<file path="config.mk">
export PLATFORM = sky130hd
export DESIGN_NAME = alu16_reg_flat
export DESIGN_NICKNAME = d
export VERILOG_FILES = /design/src/rtl/alu16_reg_if.sv /design/src/rtl/alu16_reg.sv /design/src/flat_wrapper.sv
export SDC_FILE = /design/constraint.sdc
export NUM_CORES = 1
export LEC_CHECK = 0
export CELL_PAD_IN_SITES_DETAIL_PLACEMENT = 0
export CELL_PAD_IN_SITES_GLOBAL_PLACEMENT = 1
export CORE_UTILIZATION = 53
export CTS_BUF_LIST = sky130_fd_sc_hd__clkbuf_4 sky130_fd_sc_hd__clkbuf_8
export CTS_CLUSTER_DIAMETER = 200
export DETAILED_ROUTE_END_ITERATION = 7
export DONT_BUFFER_PORTS = 1
export GPL_TIMING_DRIVEN = 0
export HOLD_SLACK_MARGIN = 0.05
export PLACE_DENSITY_LB_ADDON = 0.15
export SETUP_SLACK_MARGIN = 0.05
export SYNTH_ARGS = -nofsm -noshare
export SYNTH_HDL_FRONTEND = slang
export SYNTH_SLANG_ARGS = --single-unit
</file>
<file path="constraint.sdc">
create_clock -name clk -period 0.8 [get_ports clk]
set_input_delay 0.08 -clock clk [delete_from_list [all_inputs] [get_ports clk]]
set_output_delay 0.08 -clock clk [all_outputs]
set_load 0.03 [all_outputs]
</file>
<file path="src/rtl/alu16_reg_if.sv">
// Operand/result bundle for the registered 16-bit execute-stage ALU.
// The master drives opcode and operands; the slave returns registered result and flags.
interface alu16_reg_if;
    logic [2:0]  alu_op;
    logic [15:0] src0;
    logic [15:0] src1;
    logic [15:0] result;
    logic [2:0]  flags;

    modport master (
        output alu_op, src0, src1,
        input  result, flags
    );

    modport slave (
        input  alu_op, src0, src1,
        output result, flags
    );
endinterface

</file>
<file path="src/rtl/alu16_reg.sv">
// Registered 16-bit ALU: saturating add/sub, paired-byte saturating add, AND/NOR, shifts.
// Macro ALU_PADDSB_EN enables the byte-lane adder; without it opcode 001 aliases ADD.
module alu16_reg (
    input  logic        clk,
    input  logic        rst,
    alu16_reg_if.slave  bus
);
    localparam logic [2:0] OP_ADD    = 3'b000;
    localparam logic [2:0] OP_PADDSB = 3'b001;
    localparam logic [2:0] OP_SUB    = 3'b010;
    localparam logic [2:0] OP_AND    = 3'b011;
    localparam logic [2:0] OP_NOR    = 3'b100;
    localparam logic [2:0] OP_SLL    = 3'b101;
    localparam logic [2:0] OP_SRL    = 3'b110;
    localparam logic [2:0] OP_SRA    = 3'b111;

`ifdef ALU_PADDSB_EN
    function automatic logic [7:0] sat_add8(input logic [7:0] a, input logic [7:0] b);
        logic [7:0] s;
        s = a + b;
        if ((a[7] == b[7]) && (s[7] != a[7]))
            return a[7] ? 8'h80 : 8'h7F;
        return s;
    endfunction
`endif

    logic [15:0] add_raw;
    logic [15:0] sub_raw;
    logic        add_ov;
    logic        sub_ov;
    logic [15:0] sat_val;
    logic [3:0]  shamt;
    logic [15:0] res_nxt;
    logic        neg_nxt;
    logic        ov_nxt;
    logic        zr_nxt;

    assign add_raw = bus.src0 + bus.src1;
    assign sub_raw = bus.src0 - bus.src1;
    assign add_ov  = (bus.src0[15] == bus.src1[15]) && (add_raw[15] != bus.src0[15]);
    assign sub_ov  = (bus.src0[15] != bus.src1[15]) && (sub_raw[15] != bus.src0[15]);
    // Overflow can only go in the direction of src0's sign for both add and sub.
    assign sat_val = bus.src0[15] ? 16'h8000 : 16'h7FFF;
    assign shamt   = bus.src1[3:0];

    always_comb begin
        res_nxt = '0;
        neg_nxt = 1'b0;
        ov_nxt  = 1'b0;
        zr_nxt  = 1'b0;
        case (bus.alu_op)
            OP_ADD: begin
                res_nxt = add_ov ? sat_val : add_raw;
                ov_nxt  = add_ov;
                neg_nxt = res_nxt[15];
                zr_nxt  = (res_nxt == 16'h0000);
            end
            OP_PADDSB: begin
`ifdef ALU_PADDSB_EN
                res_nxt = {sat_add8(bus.src0[15:8], bus.src1[15:8]),
                           sat_add8(bus.src0[7:0],  bus.src1[7:0])};
`else
                res_nxt = add_ov ? sat_val : add_raw;
                ov_nxt  = add_ov;
                neg_nxt = res_nxt[15];
                zr_nxt  = (res_nxt == 16'h0000);
`endif
            end
            OP_SUB: begin
                res_nxt = sub_ov ? sat_val : sub_raw;
                ov_nxt  = sub_ov;
                neg_nxt = res_nxt[15];
                zr_nxt  = (res_nxt == 16'h0000);
            end
            OP_AND: begin
                res_nxt = bus.src0 & bus.src1;
                zr_nxt  = (res_nxt == 16'h0000);
            end
            OP_NOR: begin
                res_nxt = ~(bus.src0 | bus.src1);
                zr_nxt  = (res_nxt == 16'h0000);
            end
            OP_SLL: begin
                res_nxt = bus.src0 << shamt;
                zr_nxt  = (res_nxt == 16'h0000);
            end
            OP_SRL: begin
                res_nxt = bus.src0 >> shamt;
                zr_nxt  = (res_nxt == 16'h0000);
            end
            OP_SRA: begin
                res_nxt = $unsigned($signed(bus.src0) >>> shamt);
                zr_nxt  = (res_nxt == 16'h0000);
            end
            default: begin
                res_nxt = '0;
            end
        endcase
    end

    always_ff @(posedge clk or posedge rst) begin
        if (rst) begin
            bus.result <= 16'h0000;
            bus.flags  <= 3'b000;
        end else begin
            bus.result <= res_nxt;
            bus.flags  <= {neg_nxt, ov_nxt, zr_nxt};
        end
    end
endmodule

</file>
<file path="src/flat_wrapper.sv">
// flat-port wrapper written by rule: the top's interface ports become plain ports
module alu16_reg_flat 
  (clk, rst, bus_alu_op, bus_src0, bus_src1, bus_result, bus_flags);
  alu16_reg_if bus_i ();
  input  logic clk;
  input  logic rst;
  input wire logic [$bits(bus_i.alu_op)-1:0] bus_alu_op;
  input wire logic [$bits(bus_i.src0)-1:0] bus_src0;
  input wire logic [$bits(bus_i.src1)-1:0] bus_src1;
  output wire logic [$bits(bus_i.result)-1:0] bus_result;
  output wire logic [$bits(bus_i.flags)-1:0] bus_flags;
  assign bus_i.alu_op = bus_alu_op;
  assign bus_i.src0 = bus_src0;
  assign bus_i.src1 = bus_src1;
  assign bus_result = bus_i.result;
  assign bus_flags = bus_i.flags;
  alu16_reg u_core (.clk(clk), .rst(rst), .bus(bus_i));
endmodule
</file>
==> flow_metrics.tcl, run 1 <==
set metrics [dict create \
    status "finished, violations left" \
    violations "DRC, hold timing, setup timing" \
    setup_ws_ns -2.99 \
    worstSetupStartpointType "input port" \
    ys_seq_area_frac 0.0950 \
    yosys.area.top_type_share 0.120 \
    rsz0062_at_grt "true" \
    cp-end-kind "flip-flop" \
    ir_drop_mv 0.949 \
    clk_path_buf_depth 2 \
    dp.cells 812 \
    hold_ws_ns -0.199 \
    fin_crit_sh 4.74 \
    fin_cells 842 \
    start_util 0.544 \
    ys_async_sr_fraction 1.00 \
    avgSynthCellArea_um2 7.14 \
    path_buf_inv 6 \
    cts-root-buf "clkbuf_8" \
    power_density_mw_per_mm2 1160 \
    drc 1 \
    switchingPower_mw 3.49 \
    cp_data_required_time_ns 0.95 \
    synth_edf_count 0 \
    io_buffers 0 \
    cp_common_cell "buf_12" \
    grt_first_pass_wirelength_um 31100 \
    worstMarginPinSlew_ns 0.739 \
    worstPathMaxFanout 6 \
    dp_hpwl_um 16200 \
    first_global_vias 5477 \
    fp.coreArea_mm2 0.00920 \
    vias 6162 \
    intPower_mw 3.51 \
    fmax_ghz 0.264 \
    netlist_top_cells_area "ha_1, dfrtp_1, a21oi_1, nand2_1, mux2i_1" \
    comb_power_share 0.704 \
    gp_congestion 1.04 \
    cts.sinks 19 \
    cts_tree "yes" \
    antennaDiodeCount 0 \
    p_leak_nw 2.42 \
    drt-initial-drc-count 820 \
    nNetsFinal 820 \
    antenna_found_initial 0 \
    critPathMaxStageDelay_ns 0.60 \
    cap_viol_max_count 0 \
    fin_crit_ns 3.79 \
    gr-total-overflow 0 \
    fin_util 0.656 \
    drtAntennaViolNets 0 \
    holdCritPathClass "input port to asynchronous set/reset pin" \
    critPathTopFamily "compound AO/OA/AOI/OAI gates" \
    finalSetupViolCount 20 \
    pin_count 56 \
    seq_power_share 0.207 \
    area_delta_synth_final_pct 20.6 \
    ys_types 72 \
    synth_seq_cells 19 \
    cts_buffers 3 \
    fp.dieH_um 99.2 \
    drive_above_1_share 0.215 \
    slew_violations 0 \
    synth_area_mm2 0.00501 \
    crit_arrival_ns 3.94 \
    p_sw_frac 0.498 \
    rows 35 \
    critPathKind "input port to flip-flop" \
    wl_um 20900 \
    synth_nets 789 \
    critical_path.slowest_cell "fa_2" \
    p_clk_frac 0.089 \
    dominantRegCellSynth "dfrtp_1" \
    synth.largest_area_cell "ha_1" \
    clk_pin_slew_ns 0.06 \
    relSlewSlack 0.506 \
    wl_per_cell_um 24.8 \
    die_x_um 99.2 \
    via_per_inst 7.32 \
    ys.warnings.count 0 \
    syn_inst 701 \
    cts_htree_levels 1 \
    grt_max_degree 20 \
    dieArea_mm2 0.00984 \
    track_usage 0.413 \
    path_cells "buf_12 -> buf_12 -> buf_8 -> buf_12 -> clkinv_8 -> ha_4 -> nor2_4 -> o311ai_4 -> a211o_1 -> a311o_1 -> nand2_1 -> a21oi_2 -> nor2_1 -> nor2_1 -> fa_2 -> xnor2_4 -> and2_4 -> buf_12 -> a2111oi_4 -> nor3_2 -> a311oi_1 -> nand4_1 -> o211ai_2" \
    dr.pass1.iters 8 \
    hold_viol 19 \
    setup_tns_ns -50.45 \
]
power by group through the flow:
stage	Combinational, mW	Sequential (mW)	Clock, mW
after floorplan	2.79	1.43	0
after global placement	3.76	1.43	0
after detailed placement	3.77	1.44	0
after CTS	4.35	1.45	0.650
after global routing	5.16	1.47	0.713
final	4.93	1.45	0.626
path summary, 6_finish.rpt:
kind	from	slack [ns]	end	cells after the start
hold / removal	rst	-0.20	u_core.bus.flags[0]	1
setup / recovery	bus_src1[1]	-2.99	u_core.bus.flags[0]	23
min in group clk	bus_alu_op[1]	0.13	u_core.bus.flags[2]	2
max in group asynchronous	rst	0.56	u_core.bus.result[10]	1
per-layer routing:
metal | routed length (um) | global-route usage | vias to the layer above | share of wire
li1 | - | - | 2675 | -
met3 | 2670 | 0.0668 | 88 | 0.13
met4 | 958 | 0.165 | 0 | 0.046
met2 | 8740 | 0.606 | 534 | 0.42
met1 | 8540 | 0.601 | 2865 | 0.41
met5 | 0 | 0 | - | 0
cell usage after synthesis, types with 12 or more instances:
library cell / n
nand2b_1: 13
buf_2: 12
a211oi_1: 13
o21ai_0: 34
nor4_1: 13
a31oi_1: 15
inv_1: 49
o211ai_1: 16
dfrtp_1: 19
xnor2_1: 19
a21oi_1: 80
nor2_1: 53
nor3_1: 20
mux2i_1: 26
nand2_1: 72
ha_1: 48
mux2_2: 14
nand3_1: 22
clkbuf_1: 24
cell type report:
type | instances | area [um^2]
Sequential cell | 19 | 498
Multi-Input combinational cell | 586 | 4570
Clock buffer | 4 | 48.8
Tap cell | 111 | 139
Inverter | 49 | 214
Buffer | 45 | 330
Fill cell | 777 | 3160
Timing Repair Buffer | 28 | 238
flip-flops by register name (all words and copies together) (netlist names):
signal / cells
u_core.bus.result: 16
u_core.bus.flags: 3
kinds of logic after synthesis:
group                      count (synthesis)  share of synthesized area
xor gates and xnor gates                  22                     0.0385
and+or+nand+nor                          224                      0.214
muxes                                     49                      0.124
DFF                                       19                     0.0950
buffers and inverters                     96                     0.0787
adders and majority gates                 51                      0.132
AOI/OAI and AO/OA                        240                      0.318
per-stage QoR:
stage	setup WS (ns)	cell area, um^2	total power, mW	hold slack [ns]
floorplan	-2.84	5120	4.22	0.0311
global placement	-3.71	5260	5.19	0.0670
detailed placement	-3.69	5260	5.21	0.0714
finish	-2.99	6040	7.00	-0.199
CTS	-3.12	5790	6.45	-0.192
global route	-3.12	6040	7.34	-0.166
timing repair:
item,CTS,global route
gates resized for setup,81,33
pin swaps,25,22
hold endpoints to repair,19,19
setup endpoints to repair,38,38
setup buffers,18,10
cell usage in the layout, fill, tap and decap left out, types with 21 or more instances in the layout:
| cell type | synthesis | routed |
|---|---|---|
| nand2_1 | 72 | 67 |
| ha_1 | 48 | 41 |
| nor2_1 | 53 | 49 |
| buf_4 | 3 | 25 |
| mux2i_1 | 26 | 26 |
| inv_1 | 49 | 42 |
| a21oi_1 | 80 | 71 |
| nand3_1 | 22 | 21 |
| o21ai_0 | 34 | 32 |
(Power assumes the default switching activity.)
==> inputs of run 2 (changes only) <==
CORE_UTILIZATION = 44   (was 53)
REMOVE_ABC_BUFFERS = 1   (was unset)
clock period = 3.3 ns   (was 0.8 ns; I/O delays follow)
==> run 2 against run 1 <==
  * The flow finishes with violations (setup timing)
  * Clock-buffer cell count unchanged
  * Critical endpoint unchanged
  * Cell count decreased by 2.6%
  * Critical path depth decreased by 4
  * Design area decreased by 7.9%
  * Non-clock buffer count decreased by 52
  * First-iteration DRC count decreased by 30%
==> flow_metrics.tcl, run 2 (synthesis results as in run 1) <==
set metrics [dict create \
    io_buffers 0 \
    cp-end-kind "flip-flop" \
    track_usage 0.341 \
    critical_path.slowest_cell "fa_2" \
    dp_slack_ns -2.04 \
    cp_data_required_time_ns 3.46 \
    gr-total-overflow 0 \
    drc 0 \
    cts-hold-fix-buffers 0 \
    layout_common_cells "a21oi_1, nand2_1, nor2_1, inv_1, ha_1" \
    dp_hpwl_um 15400 \
    fin_crit_sh 1.19 \
    cts_htree_levels 1 \
    comb_power_share 0.672 \
    fmax_ghz 0.255 \
    worstSetupStartpointType "input port" \
    violations "setup timing" \
    antenna_found_initial 0 \
    grt_first_pass_wirelength_um 30300 \
    ir_drop_mv 0.322 \
    seq_power_share 0.226 \
    crit_path_start "bus_src1[1]" \
    finalSetupViolCount 17 \
    fin_crit_ns 3.93 \
    grt_max_degree 58 \
    p_sw_frac 0.487 \
    drtAntennaViolNets 0 \
    dr.pass1.iters 5 \
    hold_ws_ns 0.0467 \
    status "finished, violations left" \
    critPathMaxStageDelay_ns 0.50 \
    rsz0062_at_grt "true" \
    path_cells "clkinvlp_4 -> ha_4 -> nor2_4 -> o311ai_4 -> a211o_1 -> a311o_1 -> nand2_1 -> a21oi_1 -> nor2_1 -> nor2_1 -> fa_2 -> xnor2_2 -> and2_4 -> buf_12 -> o31ai_1 -> nand3_1 -> nor4_2 -> nand4_1 -> o211ai_2" \
    p_leak_nw 2.22 \
    clk_pin_slew_ns 0.06 \
    pin_count 56 \
    worstMarginPinSlew_ns 0.892 \
    drive_above_1_share 0.156 \
    cts.sinks 19 \
    wl_um 20200 \
    wl_per_cell_um 24.6 \
    cp-endpoint "u_core.bus.flags[0]" \
    largest_reg_flops 16 \
    crit_arrival_ns 4.08 \
    largest_register "u_core.bus.result" \
    clk_path_buf_depth 2 \
    holdCritPathClass "input port to asynchronous set/reset pin" \
    hold_viol 0 \
    area_delta_synth_final_pct 11.0 \
    stdcell_area_mm2 0.00556 \
    nNetsFinal 769 \
    first_global_vias 5157 \
    finalPower_mw 1.52 \
    dieArea_mm2 0.0118 \
    relSlewSlack 0.402 \
    fp.coreArea_mm2 0.0110 \
    cap_viol_max_count 0 \
    cts_buffers 3 \
    start_util 0.456 \
    vias 5643 \
    antennaDiodeCount 0 \
    die_x_um 109 \
    cp_common_cell "nor2_1" \
    worstPathMaxFanout 57 \
    place_area_mm2 0.00497 \
    slew_violations 0 \
    fp.dieH_um 109 \
    via_per_inst 6.88 \
    cts_tree "yes" \
    switchingPower_uw 740 \
    power_density_mw_per_mm2 274 \
    top_regs "u_core.bus.result x16, u_core.bus.flags x3" \
    intPower_uw 780 \
    critPathKind "input port to flip-flop" \
    drt-initial-drc-count 570 \
    rows 38 \
    gp_congestion 0.948 \
    cts-root-buf "clkbuf_8" \
    setup_ws_ns -0.625 \
    p_clk_frac 0.102 \
    final_common_cell "a21oi_1" \
]
==> run 2: metrics by stage <==
| stage | util | TNS [ns] | instances |
|---|---|---|---|
| final | 0.506 | -5.42 | 820 |
| after global routing | 0.506 | -6.75 | 820 |
| after CTS | 0.497 | -4.52 | 817 |
| after detailed placement | 0.453 | -24.65 | 794 |
| after global placement | 0.453 | -24.38 | 794 |
| after floorplan | - | -6.86 | 654 |
==> run 2: worst min-delay path by stage <==
stage	from	to	cells after the start
final	rst	u_core.bus.result[13]	1
after global routing	rst	u_core.bus.result[13]	1
after CTS	rst	u_core.bus.result[14]	1
after detailed placement	rst	u_core.bus.result[14]	1
after global placement	rst	u_core.bus.result[14]	1
after floorplan	rst	u_core.bus.flags[0]	1
==> run 2: critical path: cells and delay by family <==
kind | cells | cell delay, ns
and+or+nand+nor | 8 | 1.01
adders and majority gates | 2 | 0.86
xor gates and xnor gates | 1 | 0.16
AOI/OAI and AO/OA | 6 | 1.33
buffers and inverters | 2 | 0.34
==> run 2: timing repair <==
| action | 4_1_cts | 5_1_grt |
|---|---|---|
| gates cloned | 1 | 0 |
| pin swaps | 17 | 5 |
| setup endpoints to repair | 18 | 18 |
| buffers inserted | 18 | 3 |
| gates resized for setup | 61 | 12 |
==> run 2: metal layers <==
metal	track usage	vias to the layer above	routed length, um
li1	-	2561	-
met4	0.100	0	550
met3	0.0496	41	1990
met5	0	-	0
met2	0.513	339	8660
met1	0.498	2702	9000
==> run 2: layout make-up <==
type,count,area (um^2)
clock buffer,4,48.8
fill,1143,5430
inverter,49,203
multi-input combinational,587,4470
sequential,19,475
tap,140,175
timing repair buffer,21,185
==> run 2: power groups by stage <==
| stage | sequential, mW | clock (mW) | combinational, mW |
|---|---|---|---|
| after detailed placement | 0.348 | 0 | 0.812 |
| after CTS | 0.344 | 0.158 | 0.967 |
| final | 0.343 | 0.154 | 1.02 |
| after floorplan | 0.347 | 0 | 0.593 |
| after global placement | 0.348 | 0 | 0.813 |
| after global routing | 0.350 | 0.167 | 1.08 |
